**config.mk**
```make
export PLATFORM = sky130hd
export DESIGN_NAME = pow_5_pipe_arb
export DESIGN_NICKNAME = d
export VERILOG_FILES = /design/src/rtl/pow_5_pipe_arb.sv
export SDC_FILE = /design/constraint.sdc
export NUM_CORES = 1
export LEC_CHECK = 0
export BUFFER_PORTS_ARGS = -buffer_cell sky130_fd_sc_hd__buf_2
export CAP_MARGIN = 20
export CORE_MARGIN = 8
export CORE_UTILIZATION = 33
export DETAILED_ROUTE_END_ITERATION = 12
export SLEW_MARGIN = 20
export SYNTH_ARGS = -nofsm -noshare
export SYNTH_HDL_FRONTEND = slang
export SYNTH_SLANG_ARGS = --single-unit
```
**constraint.sdc**
```tcl
create_clock -name clk -period 2.7 [get_ports clk]
set_input_delay 0.405 -clock clk [delete_from_list [all_inputs] [get_ports clk]]
set_output_delay 0.405 -clock clk [all_outputs]
set_load 0.01 [all_outputs]
```
**src/rtl/pow_5_pipe_arb.sv**
```systemverilog
// Round-robin arbiter and scheduler that shares one pipelined fifth-power
// datapath among n_req requesters. Each issued argument carries its requester
// ID down a tag shift register that lines up with the datapath's final stage,
// so every returning result is routed back to the requester that issued it.
module pow_5_pipe_arb #(
    parameter int w     = 8,  // argument and result width
    parameter int n_req = 4,  // number of requesters (2..8)
    parameter int lat   = 5   // datapath latency, issue sampled -> result valid
) (
    input  logic               clk,
    input  logic               rst_n,
    input  logic               en,
    input  logic [n_req-1:0]   req_vld,
    input  logic [n_req*w-1:0] req_n,
    output logic [n_req-1:0]   req_rdy,
    output logic               pipe_arg_vld,
    output logic [w-1:0]       pipe_n,
    input  logic               pipe_res_vld,
    input  logic [w-1:0]       pipe_res,
    output logic [n_req-1:0]   out_vld,
    output logic [w-1:0]       out_res,
    output logic               busy,
    output logic               err
);

    localparam int id_w = (n_req > 1) ? $clog2(n_req) : 1;
    // Work stays counted from the accept edge until its tail tag retires,
    // which spans one cycle more than the datapath latency.
    localparam int cnt_w = $clog2(lat + 2);

    typedef struct packed {
        logic            vld;
        logic [id_w-1:0] id;
    } tag_t;

    logic [id_w-1:0]  ptr_q, ptr_d;
    logic             pipe_arg_vld_q, pipe_arg_vld_d;
    logic [w-1:0]     pipe_n_q, pipe_n_d;
    logic [id_w-1:0]  issue_id_q, issue_id_d;
    tag_t             tag_q [lat];
    tag_t             tail;
    logic [n_req-1:0] out_vld_q, out_vld_d;
    logic [w-1:0]     out_res_q, out_res_d;
    logic             err_q, err_d;
    logic [cnt_w-1:0] cnt_q, cnt_d;

    logic             grant_vld;
    logic [id_w-1:0]  grant_id;

    assign tail = tag_q[lat-1];

    // Pick the first valid requester scanning upward from the pointer with wrap.
    always_comb begin
        int              idx_i;
        logic [id_w-1:0] idx;
        // NOTE: every output of a combinational block gets a default first, so no path leaves it unassigned and infers a latch.
        grant_vld = 1'b0;
        grant_id  = '0;
        req_rdy   = '0;
        idx_i     = 0;
        idx       = '0;
        for (int k = 0; k < n_req; k++) begin
            idx_i = int'(ptr_q) + k;
            if (idx_i >= n_req) begin
                idx_i = idx_i - n_req;
            end
            idx = id_w'(idx_i);
            if (!grant_vld && en && rst_n && req_vld[idx]) begin
                grant_vld = 1'b1;
                grant_id  = idx;
            end
        end
        if (grant_vld) begin
            req_rdy[grant_id] = 1'b1;
        end
    end

    // Next state for issue, return path, error flag and in-flight counter.
    always_comb begin
        ptr_d          = ptr_q;
        pipe_arg_vld_d = grant_vld;
        pipe_n_d       = pipe_n_q;
        issue_id_d     = issue_id_q;
        if (grant_vld) begin
            ptr_d      = (grant_id == id_w'(n_req - 1)) ? '0 : grant_id + 1'b1;
            pipe_n_d   = req_n[int'(grant_id)*w +: w];
            issue_id_d = grant_id;
        end

        out_vld_d = '0;
        out_res_d = out_res_q;
        if (pipe_res_vld && tail.vld) begin
            out_vld_d[tail.id] = 1'b1;
            out_res_d          = pipe_res;
        end

        // Any disagreement between the datapath valid and the tag is sticky.
        err_d = err_q | (pipe_res_vld ^ tail.vld);

        unique case ({grant_vld, tail.vld})
            2'b10:   cnt_d = cnt_q + 1'b1;
            2'b01:   cnt_d = cnt_q - 1'b1;
            default: cnt_d = cnt_q;
        endcase
    end

    // State registers with synchronous active-low reset; tags shift every cycle.
    always_ff @(posedge clk) begin
        if (!rst_n) begin
            // NOTE: sequential state uses non-blocking assignments so all registers update together from pre-edge values.
            ptr_q          <= '0;
            pipe_arg_vld_q <= 1'b0;
            pipe_n_q       <= '0;
            issue_id_q     <= '0;
            out_vld_q      <= '0;
            out_res_q      <= '0;
            err_q          <= 1'b0;
            cnt_q          <= '0;
            // NOTE: the tag array is reset because stale valid bits would be routed as results after a flush.
            for (int k = 0; k < lat; k++) begin
                tag_q[k] <= '0;
            end
        end else begin
            ptr_q          <= ptr_d;
            pipe_arg_vld_q <= pipe_arg_vld_d;
            pipe_n_q       <= pipe_n_d;
            issue_id_q     <= issue_id_d;
            out_vld_q      <= out_vld_d;
            out_res_q      <= out_res_d;
            err_q          <= err_d;
            cnt_q          <= cnt_d;
            // Entry 0 follows the issue register, so the tail meets the
            // datapath's final stage in the same cycle.
            tag_q[0] <= '{vld: pipe_arg_vld_q, id: issue_id_q};
            for (int k = 1; k < lat; k++) begin
                tag_q[k] <= tag_q[k-1];
            end
        end
    end

    assign pipe_arg_vld = pipe_arg_vld_q;
    assign pipe_n       = pipe_n_q;
    assign out_vld      = out_vld_q;
    assign out_res      = out_res_q;
    assign err          = err_q;
    assign busy         = (cnt_q != '0);

endmodule
```
==> impl_metrics.yaml <==
run:
  cap_violations: 0
yosys:
  synthCells: 205
  yosys-top-cells-area: "dfxtp_1, mux2i_1, and2_1"
  synth_nets: 260
  avgSynthCellArea_um2: 9.78
  synth-seq-area-share_pct: 43.9
  yosys.area.top_type: "dfxtp_1"
  synth_most_common_cell: "dfxtp_1"
  synth_cell_types: 36
  synth_top_area_share_pct: 43.9
  synth-async-reset-ratio_pct: 0
  synthTopCellsByCount: "dfxtp_1, and2_1, nor3b_1"
  ys_warn_count: 0
  synth.cell_area_um2: 2000
  synth_edf_count: 0
  synth_seq_cells: 44
  synth_ff_type: "dfxtp_1"
power:
  p_leak_nw: 1.12
  pwr_density_cell_nw_per_um2: 507
  p_int_mw: 0.983
  pwr-share-seq_pct: 52.9
  pwr-share-clk_pct: 33.7
  peakVddDrop_mv: 0.200
  power.total_mw: 1.29
  p_sw_share_pct: 23.8
  power.switching_mw: 0.306
  comb_power_share_pct: 13.4
layout:
  regArea_um2: 881
  n_fill_cell: 627
  drive_gt1_share_pct: 33.2
  layout-area-overhead-vs-synth_pct: 26.8
  multiInputGateArea_um2: 1000
  diodes: 0
  layout.nets: 335
critical_path:
  crit_chain: "nand2b_4, o21a_1, a2111o_1, inv_12, ha_1, and2_1, buf_2"
  critPathMaxStageDelay_ps: 570
  required_ps: 2300
  r2r_cells: 7
  slowest_stage: "a2111o_1"
  worstSetupStartpointType: "flop"
  r2r_start: "ptr_q[1]"
  cp_max_fo: 20
  r2r-end: "ptr_q[0]"
  path_class: "reg2out"
  cp_data_arrival_time_ps: 2170
  ff2ff_setup_slack_ps: 750
  cp-end-kind: "output port"
floorplan:
  die_area_um2: 8820
  die_w_um: 93.9
  start_util_pct: 34.1
  coreArea_um2: 5890
  core.rowCount: 28
  ios: 75
  die_h_um: 93.9
grt:
  grt_max_degree: 27
  grt_pass1_wl_mm: 8.33
  grt.overflow.total: 0
  grt_usage_pct: 11.5
  antenna_found_initial: 0
  grt_pass1_vias: 1775
clocking:
  cts-resized-gates: 0
  cts.sink_count: 44
  cts.clk_slew.worst_paths_ps: 80
  cts_tree: "built"
  post_cts_buffers: 0
  clk_latency_ps: 290
  clockBufferDepth: 2
  root_buffer: "clkbuf_8"
  cts_max_level: 2
  cts_buffers: 5
  cts_hold_buf: 0
sta:
  hold_viol: 0
  fmax_ghz: 0.388
  fin_setup_tns_ps: 0
  skew_ps: 6.77
  slew_headroom_pct: 64.0
  rsz0062_at_grt: "false"
  finalSetupViolCount: 0
  slew_viol_final: 0
  worst_pin_slew_ps: 540
  period_share_pct: 95.4
  min_period_ps: 2570
  setup_slack_ps: 125
drt:
  wire_per_inst_um: 13.3
  ant_nets: 0
  avgViaCountPerCell: 4.80
  drt_iter0_drc: 55
  num_vias: 1703
  first_pass_iters: 4
  routed_wl_mm: 4.73
  drc: 0
place:
  gp_congestion: 0.722
  dp_hpwl_mm: 3.65
  numPortBuffers: 74
  dp_slack_ps: 330
worst_hold_path:
  hold_path.class: "in2reg"
  worstHoldStart: "req_n[7]"
  whs_path_depth: 3
  min_to: "pipe_n[7]"
run_status:
  status: "finished, final reports clean"
==> final cells by class <==
type | instances | share of cell area [%]
Multi-Input combinational cell | 139 | 39.4
Timing Repair Buffer | 81 | 16.6
Inverter | 9 | 1.82
Sequential cell | 44 | 34.7
Tap cell | 75 | 3.69
Clock buffer | 7 | 3.79
==> logic make-up (layout without fill, tap and decap cells) <==
| group | count (synthesis) | in the layout | share of synthesized area, % |
|---|---|---|---|
| adder cells (fa/ha/maj) | 7 | 7 | 4.74 |
| flip-flops | 44 | 44 | 43.9 |
| AND/OR/NAND/NOR | 75 | 75 | 22.8 |
| multiplexers | 16 | 16 | 7.99 |
| XOR/XNOR | 2 | 2 | 0.874 |
| AO/OA/AOI/OAI | 39 | 39 | 13.5 |
| buffers and inverters | 22 | 97 | 6.12 |
==> critical path: cells and delay by family (launching register included) <==
family | cells | cell delay [ps]
flip-flops | 1 | 380
adder cells (fa/ha/maj) | 1 | 150
AND/OR/NAND/NOR | 2 | 290
AO/OA/AOI/OAI | 2 | 740
buffers and inverters | 2 | 330
==> placed cells by master, fill, tap and decap left out, types with 4 or more instances in the layout <==
cell type	count
buf_2	74
dfxtp_1	44
and2_1	22
nor3b_1	17
mux2i_1	16
a31oi_1	16
o21ai_0	10
nor2b_1	9
nand3_1	9
inv_1	7
clkbuf_8	7
buf_4	7
nand2_1	6
ha_1	6
nor2_1	4
==> through the flow <==
stage	instances	util [%]	hold slack (ps)	cell area, um^2
floorplan	205	-	412	2000
detailed placement	348	41.5	419	2440
global placement	348	41.5	414	2440
finish	355	43.2	374	2540
CTS	355	43.2	363	2540
global route	355	43.2	370	2540
==> power groups by stage <==
stage	clock (mW)	sequential, mW	combinational [mW]
4_1_cts	0.455	0.682	0.175
2_1_floorplan	0	0.700	0.0997
3_3_place_gp	0	0.697	0.173
3_5_place_dp	0	0.696	0.175
6_report	0.434	0.682	0.173
5_1_grt	0.483	0.685	0.196
==> worst max-delay path by stage <==
| stage | from | slack, ps | end | cells past startpoint |
|---|---|---|---|---|
| finish | ptr_q[1] | 130 | req_rdy[1] | 7 |
| global route | ptr_q[1] | 20 | req_rdy[3] | 7 |
| CTS | ptr_q[1] | 100 | req_rdy[3] | 7 |
| detailed placement | req_vld[2] | 330 | cnt_q[2] | 10 |
| global placement | req_vld[2] | 330 | cnt_q[2] | 10 |
| floorplan | req_vld[2] | 380 | cnt_q[2] | 10 |
==> sequential cells by signal (all words and copies together), names as in the netlist <==
name,cells
out_vld,4
err,1
issue_id_q,2
ptr_q,2
out_res,8
pipe_n,8
tag_q,15
pipe_arg_vld,1
cnt_q,3
==> metal layers <==
metal	vias to the layer above	global-route usage [%]	share of wire, %
li1	869	-	-
met3	5	5.76	12
met4	0	4.23	1.1
met5	-	0	0
met2	72	16.5	40
met1	757	14.5	47
Power figures use the tool's default switching activity.
